$ cat src/rtl/wb_stream_pkg.sv
// Shared register map, status bit positions and count-width helper for the
// Wishbone-to-stream FIFO bridge.
package wb_stream_pkg;

    localparam logic [1:0] ADR_DATA   = 2'd0;
    localparam logic [1:0] ADR_STATUS = 2'd1;

    localparam int TXOVF_BIT = 31;
    localparam int RXUNF_BIT = 30;
    localparam int RXOVF_BIT = 29;
    localparam int RXCNT_LSB = 16;

    // Occupancy counters need one extra bit so that "full" (DEPTH) is representable.
    function automatic int cnt_w(input int dbits);
        return dbits + 1;
    endfunction

endpackage

$ cat src/rtl/wb_stream_fifo_sync_fifo.sv
// Single-clock FIFO with flop storage. The head word is read straight out of
// the storage flops, so there is no combinational path from din to dout.
// Push on full and pop on empty are ignored; push+pop together keep the count.
module sync_fifo
    import wb_stream_pkg::*;
#(
    parameter int WIDTH = 32,
    parameter int DBITS = 4
) (
    input  logic                      clk,
    input  logic                      rst_n,
    input  logic                      push,
    input  logic [WIDTH-1:0]          din,
    input  logic                      pop,
    output logic [WIDTH-1:0]          dout,
    output logic                      full,
    output logic                      empty,
    output logic [cnt_w(DBITS)-1:0]   count
);

    localparam int DEPTH = 1 << DBITS;
    localparam int CW    = cnt_w(DBITS);

    logic [WIDTH-1:0] mem [DEPTH];
    logic [DBITS-1:0] wr_ptr;
    logic [DBITS-1:0] rd_ptr;
    logic             push_ok;
    logic             pop_ok;

    assign full    = (count == CW'(DEPTH));
    assign empty   = (count == '0);
    assign push_ok = push && !full;
    assign pop_ok  = pop && !empty;
    assign dout    = mem[rd_ptr];

    // Storage array: written only on an accepted push, never reset.
    always_ff @(posedge clk) begin
        if (push_ok) begin
            mem[wr_ptr] <= din;
        end
    end

    // Pointer and occupancy bookkeeping; pointers wrap naturally mod DEPTH.
    always_ff @(posedge clk or negedge rst_n) begin
        if (!rst_n) begin
            wr_ptr <= '0;
            rd_ptr <= '0;
            count  <= '0;
        end else begin
            if (push_ok) begin
                wr_ptr <= wr_ptr + 1'b1;
            end
            if (pop_ok) begin
                rd_ptr <= rd_ptr + 1'b1;
            end
            case ({push_ok, pop_ok})
                2'b10:   count <= count + 1'b1;
                2'b01:   count <= count - 1'b1;
                default: count <= count;
            endcase
        end
    end

endmodule

$ cat src/rtl/wb_stream_fifo.sv
// Wishbone-style responder bridging bus DATA/STATUS registers to a TX and an
// RX valid/ready stream. Every cyc&stb cycle is acked exactly one cycle later.
module wb_stream_fifo
    import wb_stream_pkg::*;
#(
    parameter int WIDTH = 32,
    parameter int DBITS = 4,
    parameter int ABITS = 2
) (
    input  logic             clk_i,
    input  logic             rst_ni,
    input  logic             cyc_i,
    input  logic             stb_i,
    input  logic             we_i,
    input  logic             bst_i,
    input  logic [ABITS-1:0] adr_i,
    input  logic [WIDTH-1:0] dat_i,
    output logic             ack_o,
    output logic [WIDTH-1:0] dat_o,
    output logic             tx_valid_o,
    output logic [WIDTH-1:0] tx_data_o,
    input  logic             tx_ready_i,
    input  logic             rx_valid_i,
    input  logic [WIDTH-1:0] rx_data_i,
    output logic             rx_ready_o,
    output logic             irq_o
);

    localparam int CW = cnt_w(DBITS);

    logic             acc_p0;
    logic             sel_data_p0;
    logic             sel_stat_p0;
    logic             wr_data_p0;
    logic             rd_data_p0;
    logic             wr_stat_p0;
    logic             unused_p0;
    logic [WIDTH-1:0] status_p0;
    logic [WIDTH-1:0] rdata_p0;

    logic             ack_p1;
    logic [WIDTH-1:0] dat_p1;

    logic             tx_push;
    logic             tx_pop;
    logic             tx_full;
    logic             tx_empty;
    logic [CW-1:0]    tx_count;

    logic             rx_push;
    logic             rx_pop;
    logic             rx_full;
    logic             rx_empty;
    logic [CW-1:0]    rx_count;
    logic [WIDTH-1:0] rx_head;

    logic             txovf;
    logic             rxunf;
    logic             txovf_set;
    logic             rxunf_set;
    logic             txovf_clr;
    logic             rxunf_clr;
    logic             run;

    // Burst hint carries no address meaning here; upper address bits are not decoded.
    assign unused_p0 = bst_i ^ (^adr_i);

    assign acc_p0      = cyc_i && stb_i;
    assign sel_data_p0 = (adr_i[1:0] == ADR_DATA);
    assign sel_stat_p0 = (adr_i[1:0] == ADR_STATUS);
    assign wr_data_p0  = acc_p0 && we_i && sel_data_p0;
    assign rd_data_p0  = acc_p0 && !we_i && sel_data_p0;
    assign wr_stat_p0  = acc_p0 && we_i && sel_stat_p0;

    // A full TX FIFO drops the word (no pass-through even if it drains this cycle).
    assign tx_push    = wr_data_p0 && !tx_full;
    assign tx_pop     = tx_valid_o && tx_ready_i;
    assign tx_valid_o = !tx_empty;

    // rx_ready_o is held low until the first clock after reset release.
    assign rx_ready_o = run && !rx_full;
    assign rx_push    = rx_valid_i && rx_ready_o;
    assign rx_pop     = rd_data_p0 && !rx_empty;

    assign txovf_set = wr_data_p0 && tx_full;
    assign rxunf_set = rd_data_p0 && rx_empty;
    assign txovf_clr = wr_stat_p0 && dat_i[TXOVF_BIT];
    assign rxunf_clr = wr_stat_p0 && dat_i[RXUNF_BIT];

    assign irq_o = !rx_empty || txovf || rxunf;
    assign ack_o = ack_p1;
    assign dat_o = dat_p1;

    sync_fifo #(.WIDTH(WIDTH), .DBITS(DBITS)) u_tx_fifo (
        .clk   (clk_i),
        .rst_n (rst_ni),
        .push  (tx_push),
        .din   (dat_i),
        .pop   (tx_pop),
        .dout  (tx_data_o),
        .full  (tx_full),
        .empty (tx_empty),
        .count (tx_count)
    );

    sync_fifo #(.WIDTH(WIDTH), .DBITS(DBITS)) u_rx_fifo (
        .clk   (clk_i),
        .rst_n (rst_ni),
        .push  (rx_push),
        .din   (rx_data_i),
        .pop   (rx_pop),
        .dout  (rx_head),
        .full  (rx_full),
        .empty (rx_empty),
        .count (rx_count)
    );

    // STATUS image built from pre-update counts and flags.
    always_comb begin
        status_p0                       = '0;
        status_p0[TXOVF_BIT]            = txovf;
        status_p0[RXUNF_BIT]            = rxunf;
        status_p0[RXOVF_BIT]            = 1'b0;
        status_p0[RXCNT_LSB +: CW]      = rx_count;
        status_p0[CW-1:0]               = tx_count;
    end

    // Read-data select; empty DATA reads and unmapped offsets return zero.
    always_comb begin
        rdata_p0 = '0;
        if (sel_data_p0) begin
            rdata_p0 = rx_empty ? '0 : rx_head;
        end else if (sel_stat_p0) begin
            rdata_p0 = status_p0;
        end
    end

    // ---- stage p0 -> p1: registered ack and read data ----
    always_ff @(posedge clk_i or negedge rst_ni) begin
        if (!rst_ni) begin
            ack_p1 <= 1'b0;
            dat_p1 <= '0;
        end else begin
            ack_p1 <= acc_p0;
            dat_p1 <= (acc_p0 && !we_i) ? rdata_p0 : '0;
        end
    end

    // Sticky error flags: a new event in the same cycle beats the W1C clear.
    always_ff @(posedge clk_i or negedge rst_ni) begin
        if (!rst_ni) begin
            txovf <= 1'b0;
            rxunf <= 1'b0;
        end else begin
            txovf <= txovf_set || (txovf && !txovf_clr);
            rxunf <= rxunf_set || (rxunf && !rxunf_clr);
        end
    end

    // Run flag gating rx_ready_o out of reset.
    always_ff @(posedge clk_i or negedge rst_ni) begin
        if (!rst_ni) begin
            run <= 1'b0;
        end else begin
            run <= 1'b1;
        end
    end

endmodule
$ cat config.mk
export PLATFORM = sky130hd
export DESIGN_NAME = wb_stream_fifo
export DESIGN_NICKNAME = d
export VERILOG_FILES = /design/src/rtl/wb_stream_pkg.sv /design/src/rtl/wb_stream_fifo_sync_fifo.sv /design/src/rtl/wb_stream_fifo.sv
export SDC_FILE = /design/constraint.sdc
export NUM_CORES = 1
export LEC_CHECK = 0
export CAP_MARGIN = 40
export CORE_UTILIZATION = 32
export CTS_BUF_LIST = sky130_fd_sc_hd__clkbuf_2
export CTS_CLUSTER_DIAMETER = 100
export DETAILED_ROUTE_END_ITERATION = 6
export GPL_ROUTABILITY_DRIVEN = 0
export PLACE_DENSITY = 0.59
export SETUP_SLACK_MARGIN = 0.1
export SYNTH_ARGS = -nofsm -noshare
export SYNTH_HDL_FRONTEND = slang
export SYNTH_SLANG_ARGS = --single-unit
$ cat constraint.sdc
create_clock -name clk_i -period 4.3 [get_ports clk_i]
set_clock_uncertainty 0.1 [all_clocks]
set_input_delay 0.645 -clock clk_i [delete_from_list [all_inputs] [get_ports clk_i]]
set_output_delay 0.645 -clock clk_i [all_outputs]
set_load 0.02 [all_outputs]
### After elaboration in Yosys (flattened, before gate mapping)

Memories as Yosys holds them, arrays and structs flattened.
Index checks and enable logic that the tools add are counted.

| cells by class | value |
|---|---|
| equality and inequality tests | 7 |
| divide/modulo/power cells | 0 |
| mux-type cells | 10 |
| shift operators | 0 |
| bitwise gates (word level) | 0 |
| magnitude comparators | 0 |
| add/subtract/negate cells | 8 |
| reduce and logical (&&, ||, !) cells | 37 |
| $mul | 0 |

Operators with widths:

| cell | number |
|---|---|
| $mux 32 | 4 |
| $logic_and 1x1->1 | 21 |
| $pmux 5 s2 | 2 |
| $add 4x1->4 const B | 4 |
| $add 5x1->5 const B | 2 |
| $eq 5x5->1 const B | 2 |
| $logic_not 5->1 | 2 |
| $sub 5x1->5 const B | 2 |
| $logic_not 1->1 | 7 |
| $eq 2x1->1 const B | 3 |
| $eq 2x2->1 const B | 2 |
| $logic_or 1x1->1 | 4 |
| $mux 1 | 4 |
| $reduce_bool 2->1 | 2 |
| $logic_not 2->1 | 1 |

| word-level totals | value |
|---|---|
| register bits | 62 |
| logic and storage cells | 75 |
| memory bits (read-only) | 0 |
| bits in latches | 0 |
| bits of input ports | 74 |
| bits in writable memories | 1024 |
| memories kept | 2 |

Memory list:

| name | words | width | read ports | clocked after Yosys merged registers in | wr ports | line | text |
|---|---|---|---|---|---|---|---|
| u_rx_fifo.mem | 16 | 32 | 1 | 0 | 1 | wb_stream_fifo_sync_fifo.sv:24 | `logic [WIDTH-1:0] mem [DEPTH];` |
| u_tx_fifo.mem | 16 | 32 | 1 | 0 | 1 | wb_stream_fifo_sync_fifo.sv:24 |  |

### Longest topological paths before layout

Gate-level depths: netlist (run 1).

| depth | value |
|---|---|
| depth in word-level cells | 7 |
| mapped depth | 14 |
| depth with buffers taken out | 12 |

### Hierarchy

From an unflattened synthesis (run 1), not the netlist that was laid out.

| unflattened totals | value |
|---|---|
| cell total of the unflattened synthesis | 2132 |
| area, all modules | 42157.9 µm² |

By module, submodules not included:

| module | seq. area each (µm²) | cells each | area each (µm²) | instances |
|---|---|---|---|---|
| sync_fifo | 15700.1 | 1012 | 20408.3 | 2 |
| wb_stream_fifo | 900.9 | 108 | 1341.3 | 1 |

### Least setup slack after synthesis (run 1)

Ideal clock, no wire load.

| path | value |
|---|---|
| kind | input port to flip-flop |
| start | input adr_i[1] |
| end | memory u_tx_fifo.mem[3][0] (enable) |
| required time | 3.739 ns |
| data arrival time | 3.756 ns |
| library setup time | 0.461 ns |
| stages | 5 |
| slack | -0.017 ns |
| cells stage by stage | and3b_1 nand2_1 nor3_2 nand2_1 nor3_1 |

| between the ends | value |
|---|---|
| word-level cells in the longest chain between the ends | 6 |

Ends and longest elaborated chain:

| element | line | text |
|---|---|---|
| start: declaration | wb_stream_fifo.sv:16 | `input logic [ABITS-1:0] adr_i,` |
| $logic_not 2->1 | wb_stream_fifo.sv:69 | `assign sel_data_p0 = (adr_i[1:0] == ADR_DATA);` |
| $logic_and 1x1->1 | wb_stream_fifo.sv:71 | `assign wr_data_p0 = acc_p0 && we_i && sel_data_p0;` |
| $logic_and 1x1->1 | wb_stream_fifo.sv:76 | `assign tx_push = wr_data_p0 && !tx_full;` |
| $logic_and 1x1->1 | wb_stream_fifo_sync_fifo.sv:32 | `assign push_ok = push && !full;` |
| $mux 1 | wb_stream_fifo_sync_fifo.sv:38 | `if (push_ok) begin` |
| $mux 1 (not written as such) | wb_stream_fifo_sync_fifo.sv:39 | `mem[wr_ptr] <= din;` |
| end: declaration | wb_stream_fifo_sync_fifo.sv:24 |  |

No other way between the ends.

### Worst setup path after layout (run 1)

| path | value |
|---|---|
| start | register u_tx_fifo.rd_ptr[0] |
| end | output tx_data_o[28] |

| between the ends | value |
|---|---|
| word-level cells in the longest chain between the ends | 1 |

Ends and longest elaborated chain:

| element | line | text |
|---|---|---|
| start: declaration | wb_stream_fifo_sync_fifo.sv:26 | `logic [DBITS-1:0] rd_ptr;` |
| start signal: assignment | wb_stream_fifo_sync_fifo.sv:54 | `rd_ptr <= rd_ptr + 1'b1;` |
| $mem_v2 16x32 | - |  |
| end: declaration | wb_stream_fifo.sv:21 | `output logic [WIDTH-1:0] tx_data_o,` |

No other way between the ends.

==> impl_metrics.ini, run 1 <==
[outcome]
outcome = finished, violations left
violations = negative setup slack

[floorplan]
die_w_um = 361.8
die_h_um = 361.8
core_area_um2 = 128000
ios = 142
initial_core_util = 0.3237
rows = 131
die_area_um2 = 130900

[global_routing]
grt_pass1_wl_mm = 141.9
antenna_found_initial = 10
grt.total_usage = 0.1480
grt_overflow = 0
first_global_vias = 22280
grt_max_degree = 107

[final_layout]
area_delta_synth_final_pct = 19.90
fillers = 11570
stdcell_count = 4247
final_layout_size_suffix_gt1_frac = 0.3566
nets = 2406

[worst_hold_path]
worstHoldStart = adr_i[0]
holdCritPathClass = in2reg
whs_path_depth = 4

[pwr]
leakagePower_nw = 16.27
p_per_area_nw_per_um2 = 556.0
irDropWorstVdd_uv = 461.8

[sta]
max-slew-margin-rel = 0.3099
max_freq_mhz = 227.8
hold_violations = 0
setup_tns_ns = -0.9824
setup_slack_ns = -0.08897
period_share = 1.021
period_needed_ns = 4.389
setup_viol = 23
grt_setup_unrepaired = yes
slew_violations = 0
worst_slew_pin_slew_ns = 1.035

[detailed_routing]
via_per_inst = 4.832
dr.first_iter.drc_count = 1447
ant_nets = 0
drt_wl_total_mm = 96.16
drc = 0
dr.pass1.iters = 7
via_count = 20520
wire_per_inst_um = 22.64

[run]
maxCapViolCount = 0

[logic_synthesis]
synth_commonest_cells = edfxtp_1, mux4_2, dfrtp_1
synth.distinct_cells = 48
synth_top_cell_area_share = 0.7422
ys_warn_count = 0
synth.cell_area_um2 = 41430
synth-async-reset-ratio = 0.05709
ys_ff_latch = 1086
ys_top_cells_by_area = edfxtp_1, mux4_2, dfrtp_1
ys_seq_area_frac = 0.7796
synthCells = 1799
synth_area_leader_cell = edfxtp_1
synth_edf_count = 1024
post-synth-top-count-cell = edfxtp_1
avgSynthCellArea_um2 = 23.03
ys.flop_type = edfxtp_1
synthesis.nets = 1891

[placement]
post-dp-hpwl_mm = 51.58
dp_cells = 3633
portBuffers = 140

[worst_setup_path]
reg2reg_from = u_rx_fifo.count[1]
crit_end = tx_data_o[28]
worstPathMaxFanout = 7
worstPathRequired_ns = 3.56
r2r_slack_ns = 1.00
arrival_ns = 3.64
critPathKind = reg2out
rr_worst_depth = 11
max_stage_delay_ns = 0.53
r2r_end = u_rx_fifo.count[4]
path_cells = buf_12 > buf_4 > buf_12 > buf_16 > mux4_2 > mux4_2 > buf_6
worstSetupStartpointType = flip-flop
cp_slowest_cell = mux4_2
cp-end-kind = primary output
worstSetupStartpoint = u_tx_fifo.rd_ptr[0]

[clock_tree]
cts_buffers = 295
clk_path_buf_depth = 4
cts.sink_count = 1086
cts_tree = done
clk_pin_slew_ns = 0.11
htree_levels = 5
clk_root_buffer_cell = clkbuf_2
clk_latency_ns = 1.53
[flip-flops by register name (all words and copies together) (netlist names), 4 cells and up]
signal,count
u_rx_fifo.mem,512
u_tx_fifo.mem,512
dat_o,32
u_rx_fifo.count,5
u_tx_fifo.count,5
u_rx_fifo.rd_ptr,4
u_rx_fifo.wr_ptr,4
u_tx_fifo.rd_ptr,4
u_tx_fifo.wr_ptr,4
[power by group]
part / internal (mW) / leakage [nW] / switching [mW] / total, mW
combinational: 4.37 / 4.29 / 3.75 / 8.12
clock: 2.96 / 1.97 / 4.08 / 7.04
sequential: 12.0 / 10.0 / 0.480 / 12.5
[kinds of logic (layout without fill, tap and decap cells)]
logic type	after synthesis	count (layout)	synth area share
muxes	325	325	0.1614
buffers and inverters	113	824	0.01280
xor gates and xnor gates	24	24	0.005073
DFF	1086	1086	0.7796
adders and majority gates	18	18	0.005617
other	1	9	0.00009051
and+or+nand+nor	134	134	0.01727
AOI/OAI and AO/OA	98	98	0.01818
[layer usage]
| metal | up-vias | part of all wire | GRT usage |
|---|---|---|---|
| met5 | - | 0.00068 | 0 |
| met4 | 10 | 0.021 | 0.05359 |
| met3 | 197 | 0.062 | 0.03498 |
| met2 | 738 | 0.51 | 0.2508 |
| met1 | 10750 | 0.41 | 0.1844 |
| li1 | 8827 | - | - |
[area by class of cell]
cell class	instances	area, µm²	share of cell area
Inverter	17	63.81	0.001284
Tap cell	1729	2163	0.04355
Timing Repair Buffer	314	3797	0.07644
Multi-Input combinational cell	600	8763	0.1764
Sequential cell	1086	32320	0.6507
Clock buffer	420	2102	0.04231
Antenna cell	8	20.02	0.0004030
Clock inverter	73	444.2	0.008941
[metrics by stage]
stage	util	setup slack (ns)	area [µm²]	hold WS, ns	power, mW
6_report	0.3881	-0.08897	49680	0.3943	27.62
5_1_grt	0.3881	-0.3047	49680	0.2735	28.94
4_1_cts	0.3877	-0.3635	49630	0.08749	27.94
3_5_place_dp	0.3561	0.4386	45580	0.4174	19.91
3_3_place_gp	0.3559	0.5041	45560	0.4204	19.75
2_1_floorplan	-	0.8371	41450	0.2494	17.56
[timing repair]
| item | CTS | global route |
|---|---|---|
| gates resized for setup | 202 | 25 |
| gates cloned | 14 | 0 |
| hold endpoints to repair | 1122 | 0 |
| setup buffers | 17 | 4 |
| hold buffers | 80 | 0 |
| endpoints found under the setup margin | 35 | 32 |
[critical path, delay by kind of cell, from the launching register on]
kind | cells | cell delay [ns]
mux | 2 | 0.95
buf+inv | 5 | 0.73
flops | 1 | 0.50
[worst min-delay path by stage]
stage / to / slack, ns
3_3_place_gp: u_tx_fifo.count[4] / 0.42
6_report: dat_o[30] / 0.39
2_1_floorplan: ack_o / 0.25
4_1_cts: dat_o[30] / 0.09
3_5_place_dp: u_tx_fifo.count[4] / 0.42
5_1_grt: dat_o[30] / 0.27
[cell usage in the layout, fill, tap and decap left out, types with 6 or more instances in the layout]
master | netlist | layout
a211oi_1 | 40 | 40
a221oi_1 | 22 | 22
a22o_1 | 12 | 12
and2_2 | 0 | 16
buf_12 | 0 | 37
buf_16 | 0 | 19
buf_4 | 13 | 36
buf_6 | 2 | 32
bufinv_16 | 0 | 6
clkbuf_2 | 0 | 420
clkdlybuf4s50_1 | 0 | 104
clkinv_1 | 0 | 53
clkinv_2 | 0 | 10
dfrtp_1 | 62 | 53
diode_2 | 0 | 8
dlygate4sd3_1 | 0 | 79
edfxtp_1 | 1024 | 1024
ha_1 | 17 | 17
inv_1 | 15 | 15
inv_2 | 2 | 6
mux2i_1 | 48 | 48
mux4_2 | 274 | 274
nand2_1 | 28 | 28
nand3_1 | 11 | 11
nor2_1 | 22 | 9
nor2_4 | 0 | 13
nor2b_1 | 24 | 24
o21ai_0 | 6 | 6
xnor2_1 | 17 | 17
xor2_1 | 7 | 7
(Power assumes the default switching activity.)
==> run 2, diff against run 1 <==
- CELL_PAD_IN_SITES_DETAIL_PLACEMENT: default -> 0
- CELL_PAD_IN_SITES_GLOBAL_PLACEMENT: default -> 1
- PLACE_DENSITY: 0.59 -> 0.63
- SLEW_MARGIN: default -> 0
==> run 2 against run 1 <==
Net effect: the run still ends with negative setup slack left; global-route usage barely moved; flip-flop and latch count did not move; sequential power barely moved; clock-buffer cell count fell by 4; fmax rose by 1.9%; final cell count barely moved; critical path type unchanged.
==> impl_metrics.ini, run 2 (synthesis gave the netlist of run 1 again) <==
[final_layout]
design_area_um2 = 49770
area_delta_synth_final_pct = 20.13
stdcell_count = 4245
fillers = 11590
mostFrequentLayoutCell = edfxtp_1
nets = 2413
final_cell_mix = edfxtp_1, clkbuf_2, mux4_2, clkdlybuf4s50_1, dlygate4sd3_1
final_layout_size_suffix_gt1_frac = 0.3574

[clock_tree]
clk_latency_ns = 1.49
clk_root_buffer_cell = clkbuf_2
clk_pin_slew_ns = 0.09
cts_tree = done
htree_levels = 5
cts_buffers = 293
cts.sink_count = 1086
clk_path_buf_depth = 4

[placement]
placed_area_um2 = 45730
post-dp-hpwl_mm = 53.76
dp_cells = 3638
portBuffers = 140

[worst_setup_path]
cp-end-kind = primary output
r2r_slack_ns = 1.07
worstPathMaxFanout = 6
critPathKind = reg2out
reg2reg_from = u_rx_fifo.count[1]
r2r_end = u_rx_fifo.count[4]
arrival_ns = 3.56
worstPathRequired_ns = 3.56
rr_worst_depth = 11
worstSetupStartpointType = flip-flop

[sta]
slew_violations = 0
max_freq_mhz = 232.2
worst_slew_pin_slew_ns = 1.001
setup_slack_ns = -0.005940
timing.hold.ws_ns = 0.4280
setup_tns_ns = -0.008029
hold_violations = 0
grt_setup_unrepaired = yes
period_share = 1.001
setup_viol = 2
max-slew-margin-rel = 0.3325
period_needed_ns = 4.306

[pwr]
leakagePower_nw = 16.29
p_per_area_nw_per_um2 = 551.1
p_total_mw = 27.43
irDropWorstVdd_uv = 306.8

[detailed_routing]
wire_per_inst_um = 22.68
drt_wl_total_mm = 96.29
drc = 0
dr.pass1.iters = 5
ant_nets = 0
via_per_inst = 4.802
dr.first_iter.drc_count = 1649
via_count = 20390

[outcome]
outcome = finished, violations left
violations = negative setup slack

[floorplan]
ios = 142
die_w_um = 361.8
die_area_um2 = 130900
initial_core_util = 0.3237
die_h_um = 361.8
rows = 131
core_area_um2 = 128000

[global_routing]
antenna_found_initial = 9
grt.total_usage = 0.1478
grt_max_degree = 84
first_global_vias = 22210
grt_overflow = 0
grt_pass1_wl_mm = 141.6

[run]
maxCapViolCount = 0

[worst_hold_path]
worstHoldStart = u_tx_fifo.count[4]
hold_end = u_tx_fifo.count[4]
whs_path_depth = 1
holdCritPathClass = reg2reg
## run 2: how the worst max path moves through the flow
stage,startpoint,to
3_3_place_gp,adr_i[1],u_rx_fifo.count[4]
6_report,u_tx_fifo.rd_ptr[0],tx_data_o[26]
2_1_floorplan,adr_i[1],u_tx_fifo.mem[15][0]
3_5_place_dp,adr_i[1],u_rx_fifo.count[4]
5_1_grt,u_tx_fifo.rd_ptr[0],tx_data_o[20]
4_1_cts,u_tx_fifo.rd_ptr[0],tx_data_o[23]
## run 2: layer usage
metal,track usage,part of all wire,vias up
li1,-,-,8836
met1,0.1832,0.41,10610
met2,0.2501,0.51,740
met3,0.03597,0.062,194
met4,0.05484,0.022,2
met5,0,0.00010,-
## run 2: metrics by stage
step	util	worst slack (ns)
2_1_floorplan	-	0.8371
3_3_place_gp	0.3572	0.3960
3_5_place_dp	0.3572	0.3995
4_1_cts	0.3883	-0.2888
5_1_grt	0.3888	-0.2559
6_report	0.3888	-0.005940
## run 2: critical path, stage by stage (launching register included)
cell     delay [ns]
dfrtp_4        0.49
buf_12         0.17
buf_8          0.12
buf_16         0.13
mux4_2         0.50
mux4_2         0.53
buf_6          0.16
## run 2: layout make-up
cell class                      count  area [µm²]  area share
Sequential cell                  1086       32320      0.6494
Multi-Input combinational cell    600        8768      0.1762
Timing Repair Buffer              323        4015     0.08067
Tap cell                         1729        2163     0.04346
Clock buffer                      416        2082     0.04183
Clock inverter                     65       334.1    0.006712
Inverter                           17       63.81    0.001282
Antenna cell                        9       22.52   0.0004525
## run 2: report_power, final
group / internal (mW) / switching, mW
Combinational: 4.48 / 3.71
Sequential: 12.0 / 0.480
Clock: 2.75 / 4.03
Total: 19.2 / 8.23
## run 2: repair_timing
action / 4_1_cts / 5_1_grt
endpoints found under the hold margin: 1107 / 0
buffers inserted: 25 / 3
endpoints found under the setup margin: 35 / 32
resized for setup: 223 / 11
cloned: 12 / 1
hold buffers: 79 / 0
